$ cat config.mk
export PLATFORM = sky130hd
export DESIGN_NAME = flow_ctrl
export DESIGN_NICKNAME = d
export VERILOG_FILES = /design/src/rtl/flow_ctrl.sv
export SDC_FILE = /design/constraint.sdc
export NUM_CORES = 1
export LEC_CHECK = 0
export BUFFER_PORTS_ARGS = -buffer_cell sky130_fd_sc_hd__clkbuf_2
export CAP_MARGIN = 10
export CORE_ASPECT_RATIO = 2
export CORE_MARGIN = 5
export CORE_UTILIZATION = 35
export CTS_BUF_LIST = sky130_fd_sc_hd__clkbuf_2
export DETAILED_ROUTE_END_ITERATION = 8
export MAX_ROUTING_LAYER = met4
export SYNTH_ARGS = -nofsm -noshare
export SYNTH_HDL_FRONTEND = slang
export SYNTH_SLANG_ARGS = --single-unit
export TNS_END_PERCENT = 20
$ cat constraint.sdc
create_clock -name clk -period 2.4 [get_ports clk]
set_input_delay 0.48 -clock clk [delete_from_list [all_inputs] [get_ports clk]]
set_output_delay 0.48 -clock clk [all_outputs]
set_load 0.03 [all_outputs]
$ cat src/rtl/flow_ctrl.sv
// Sequencer for the flow shift chain: picks sample or bubble for stage 0 each cycle,
// tracks per-stage validity, and runs start/flush sequences with a saturating sample count.
module flow_ctrl #(
  parameter int NUM   = 3,
  parameter int WIDTH = 8,
  parameter int CNT_W = 16
) (
  input  logic             clk,
  input  logic             rst,
  input  logic             start,
  input  logic             flush,
  input  logic [WIDTH-1:0] init_val,
  input  logic             s_valid,
  input  logic [WIDTH-1:0] s_data,
  output logic             s_ready,
  output logic             flow_en,
  output logic [WIDTH-1:0] flow_x,
  output logic [WIDTH-1:0] flow_init_x,
  output logic [NUM:0]     stage_vld,
  output logic             win_valid,
  output logic             busy,
  output logic [1:0]       state,
  output logic [CNT_W-1:0] sample_cnt,
  output logic             done
);

  typedef enum logic [1:0] {
    IDLE  = 2'd0,
    FILL  = 2'd1,
    RUN   = 2'd2,
    FLUSH = 2'd3
  } state_t;

  // Flush counter only needs to hold NUM-1; keep at least one bit for NUM<=1.
  localparam int FCW = (NUM > 1) ? $clog2(NUM) : 1;
  localparam logic [FCW-1:0]   FLUSH_LOAD = (NUM > 0) ? FCW'(NUM - 1) : '0;
  localparam logic [CNT_W-1:0] CNT_MAX    = '1;

  state_t           state_reg, state_next;
  logic [NUM:0]     stage_vld_reg, stage_vld_next;
  logic [FCW-1:0]   flush_cnt_reg, flush_cnt_next;
  logic [CNT_W-1:0] sample_cnt_reg, sample_cnt_next;
  logic             done_reg, done_next;
  logic             streaming;

  assign streaming   = (state_reg == FILL) || (state_reg == RUN);
  assign s_ready     = streaming && !flush;
  assign flow_en     = s_valid && s_ready;
  assign flow_x      = s_data;
  assign flow_init_x = init_val;

  // Valid map mirrors the chain: new entry at bit 0, everything else moves up one stage.
  assign stage_vld_next[0] = flow_en;
  generate
    for (genvar gi = 1; gi <= NUM; gi++) begin : g_vld_shift
      assign stage_vld_next[gi] = stage_vld_reg[gi-1];
    end
  endgenerate

  always_comb begin
    state_next      = state_reg;
    flush_cnt_next  = flush_cnt_reg;
    sample_cnt_next = sample_cnt_reg;
    done_next       = 1'b0;

    if (flow_en && (sample_cnt_reg != CNT_MAX)) begin
      sample_cnt_next = sample_cnt_reg + CNT_W'(1);
    end

    case (state_reg)
      IDLE: begin
        if (start) begin
          sample_cnt_next = '0;
          state_next      = FILL;
        end
      end
      FILL, RUN: begin
        if (flush) begin
          // A single-stage chain is already empty after the bubble pushed this cycle.
          if (NUM == 0) begin
            state_next = IDLE;
            done_next  = 1'b1;
          end else begin
            state_next     = FLUSH;
            flush_cnt_next = FLUSH_LOAD;
          end
        end else if (state_reg == FILL) begin
          if (&stage_vld_next) begin
            state_next = RUN;
          end
        end else if (!flow_en) begin
          state_next = FILL;
        end
      end
      FLUSH: begin
        if (flush_cnt_reg == '0) begin
          state_next = IDLE;
          done_next  = 1'b1;
        end else begin
          flush_cnt_next = flush_cnt_reg - FCW'(1);
        end
      end
      default: state_next = IDLE;
    endcase
  end

  always_ff @(posedge clk or posedge rst) begin
    if (rst) begin
      state_reg      <= IDLE;
      stage_vld_reg  <= '0;
      flush_cnt_reg  <= '0;
      sample_cnt_reg <= '0;
      done_reg       <= 1'b0;
    end else begin
      state_reg      <= state_next;
      stage_vld_reg  <= stage_vld_next;
      flush_cnt_reg  <= flush_cnt_next;
      sample_cnt_reg <= sample_cnt_next;
      done_reg       <= done_next;
    end
  end

  assign stage_vld  = stage_vld_reg;
  assign win_valid  = &stage_vld_reg;
  assign busy       = (state_reg != IDLE);
  assign state      = state_reg;
  assign sample_cnt = sample_cnt_reg;
  assign done       = done_reg;

endmodule

==> results.md <==
Outcome:
- The run finished with clean final reports.

CTS:
- The deepest clock path buffer count is 2.
- TritonCTS built the clock tree.
- The count of clock tree sinks is 25.
- CTS built an H-tree with a depth of 1.
- The number of hold buffers added after CTS is 0.
- At the later pin of the worst-skew pair, clock insertion delay measures 0.35 ns.
- In this run, CTS created clock tree buffers numbering 3.
- Gates resized during post-CTS repair numbered 0.
- The clock transition at the registers of the reported paths is 0.25 ns.
- The clock tree root buffer cell is clkbuf_2.

Worst setup path:
- The worst reg2reg path startpoint is state[1].
- For the worst setup path, the data arrival time is 1.78 ns.
- STA classifies the critical path endpoint as an output port.
- The path type of the worst setup path is flip-flop to output port.
- Of all nets on the critical path, the largest fanout is 6.
- The capture instance of the worst register-to-register path is sample_cnt[10].
- The category of the worst setup path launch point is a flip-flop.
- The required time of the critical path is 1.92 ns.
- The launching element of the worst setup path is state[1].
- The slack of the worst reg-to-reg path is 0.31 ns.
- The number of cells traversed by the worst register-to-register path is 8.

Drt:
- The via count is 1330.
- After the first detailed-routing iteration, the DRC count stood at 27.
- The highest metal layer carrying signal wires in the routed design is met4.
- The routed length per placed instance is 15.9 µm.
- Once detail routing completed, the nets flagged for antenna violations numbered 0.
- The count of unresolved DRC violations after routing is 0.
- The detail-routed via count per cell is 5.52.
- After detailed routing, the wire length on met1 is 1.48 mm.
- The count of TritonRoute iterations in the first routing pass is 4.
- The routed design uses 176 µm of met3 wire.
- After detailed routing, the total wire length is 3.84 mm.
- After detailed routing, the met2 layer carries 2.10 mm of wire.

STA:
- The clock period could shrink to 2.26 ns.
- The number of max-slew violations in the final report is 0.
- The max-slew headroom at the worst pin is 65.3%.
- The clock tree skew after final layout is 0.0152 ns.
- The total negative setup slack is 0 ns.
- The transition time at the pin with the least slew margin is 0.521 ns.
- Derived from the worst setup path, the maximum achievable clock frequency is 443 MHz.
- Setup repair after global routing left no endpoint under its margin.
- In the finished design, the share of the clock period the worst path needs comes to 94.0%.
- The count of endpoints failing hold in the final timing report is 0.
- The final critical-path setup slack is 0.143 ns.
- The total setup violations reported at the end of the flow is 0.

Yosys:
- The number of enable-type register cells in the synthesized netlist is 0.
- The post-synthesis register bit count is 25.
- The share of async-settable or async-resettable flops after synthesis is 100%.
- The area of the mapped netlist is 1600 µm².
- The most common flop cell mapped by yosys is dfrtp_1.
- The post-synthesis average cell area is 9.46 µm².
- The number of cells produced by synthesis is 169.
- Of the synthesized area, sequential elements account for 39.1%.
- The distinct cell type count after synthesis is 39.
- Counting every net in the synthesized netlist gives 197.
- The count of synthesis-stage warnings from yosys is 0.

Layout:
- The count of nets after finishing is 216.
- The area growth from synthesis to layout is 7.90%.
- In the layout the commonest cells are clkbuf_2 (34), dfrtp_1 (25), a21oi_1 (12).
- The filler cell count in the final layout is 459.
- The repair_antennas step left the layout with diodes totalling 0.
- The number of flip-flops under the largest register name is 16.
- Once layout is complete, the utilization of the core stands at 39.4%.
- Leaving out fill and tap cells, the most frequent cell in the layout is clkbuf_2.
- The post-route netlist has 24.6% of its cells at a drive strength greater than 1.

Floorplanning:
- Pin placement for this block handled 64 I/O pins.
- The width of the die is 57.8 µm.
- The total area inside the core boundary comes to 4380 µm².
- The floorplan die area is 6100 µm².
- After floorplanning, the core was divided into 34 placement rows.
- Once the floorplan was initialized, standard cells occupied 36.5% of the core.
- Measured along the y axis, the die boundary spans 106 µm.

Global route:
- The global-route total usage across every layer is 13.2%.
- The global-route congestion overflow total is 0.
- The first global-routing pass estimated 6.26 mm of wire.
- The number of antenna violations at the first check in global routing is 0.
- The maximum number of pins on one net before global-route repair is 26.
- The via count of the first global-routing pass came to 1324.

Pwr:
- Overall power consumption after layout is estimated at 1.46 mW.
- The power density over the cells is 849 nW/µm².
- The leakage component of the power is 0.805 nW.
- The worst vdd rail ir drop is 0.421 mV.

Run:
- The tool flagged a number of max-cap violations equal to 0.

Placed design:
- The final weighted congestion in routability-driven placement is 0.822.
- The half-perimeter wire length after detailed placement is 2.95 mm.
- Prior to clock tree synthesis, the placed netlist has a worst setup slack of 0.322 ns.
- The count of buffers added on input and output ports is 31.

Min path:
- The tightest min-delay check is of the primary input to async pin type.
worst max-delay path by stage:
stage | to | slack, ns | depth (start not counted)
floorplan | sample_cnt[11] | 0.06 | 9
CTS | s_ready | 0.09 | 5
detailed placement | sample_cnt[11] | 0.32 | 8
global route | flow_en | 0.01 | 6
finish | s_ready | 0.14 | 5
global placement | sample_cnt[11] | 0.36 | 8
Yosys cell counts (3+ instances only):
cell	number	area [µm²]
a21oi_1	12	60.1
a221o_1	3	30.0
and2_1	3	18.8
and3_1	4	25.0
and4_1	5	43.8
buf_2	3	15.0
buf_4	16	120
clkbuf_1	3	11.3
dfrtp_1	25	626
ha_1	7	87.6
inv_1	9	33.8
nand2_1	8	30.0
nand3_1	9	45.0
nand4_1	3	18.8
nor2_1	5	18.8
nor3_1	3	15.0
nor4_1	3	18.8
o21a_1	3	22.5
o21ai_0	6	30.0
o31a_1	3	26.3
o31ai_1	4	30.0
o41ai_1	4	35.0
or3_1	4	25.0
or4_1	3	22.5
or4b_1	3	30.0
logic make-up after synthesis:
| kind of cell | after synthesis | synth area share [%] |
|---|---|---|
| and+or+nand+nor | 62 | 24.3 |
| AOI/OAI and AO/OA | 39 | 16.6 |
| buffers and inverters | 34 | 13.2 |
| DFF | 25 | 39.1 |
| adders and majority gates | 7 | 5.48 |
| muxes | 2 | 1.25 |
layout make-up:
type	instances	area (µm²)	area share, %
timing repair buffer	38	208	12.0
sequential	25	626	36.3
inverter	10	42.5	2.47
clock buffer	3	15.0	0.870
multi-input combinational	110	762	44.2
clock inverter	1	5.00	0.290
tap	54	67.6	3.92
report_power, final:
part           switching (mW)  leakage [nW]  internal, mW
clock network           0.130        0.0164        0.0378
logic                   0.472         0.454         0.272
registers              0.0613         0.335         0.491
total                   0.664         0.805         0.801
stage by stage:
step | instances | area [µm²] | hold WS, ns
after CTS | 238 | 1700 | 0.109
final | 241 | 1730 | 0.0997
after detailed placement | 234 | 1680 | 0.414
after floorplan | 169 | 1600 | 0.507
after global placement | 234 | 1680 | 0.410
after global routing | 241 | 1730 | 0.144
layer usage:
| metal | track usage, % | vias to the layer above |
|---|---|---|
| met1 | 14.2 | 633 |
| li1 | - | 655 |
| met5 | - | - |
| met2 | 23.3 | 34 |
| met3 | 2.33 | 8 |
| met4 | 4.98 | 0 |
worst max-delay path: stages, from the launching register on:
cell,delay (ns)
dfrtp_1,0.43
inv_1,0.10
ha_1,0.32
nor2b_2,0.21
buf_4,0.17
clkbuf_2,0.20
timing repair:
item | 4_1_cts | 5_1_grt
setup endpoints to repair | 0 | 2
buffers inserted | 0 | 3
hold endpoints to repair | 0 | 0
No activity file was read; power rests on OpenSTA's default activity.
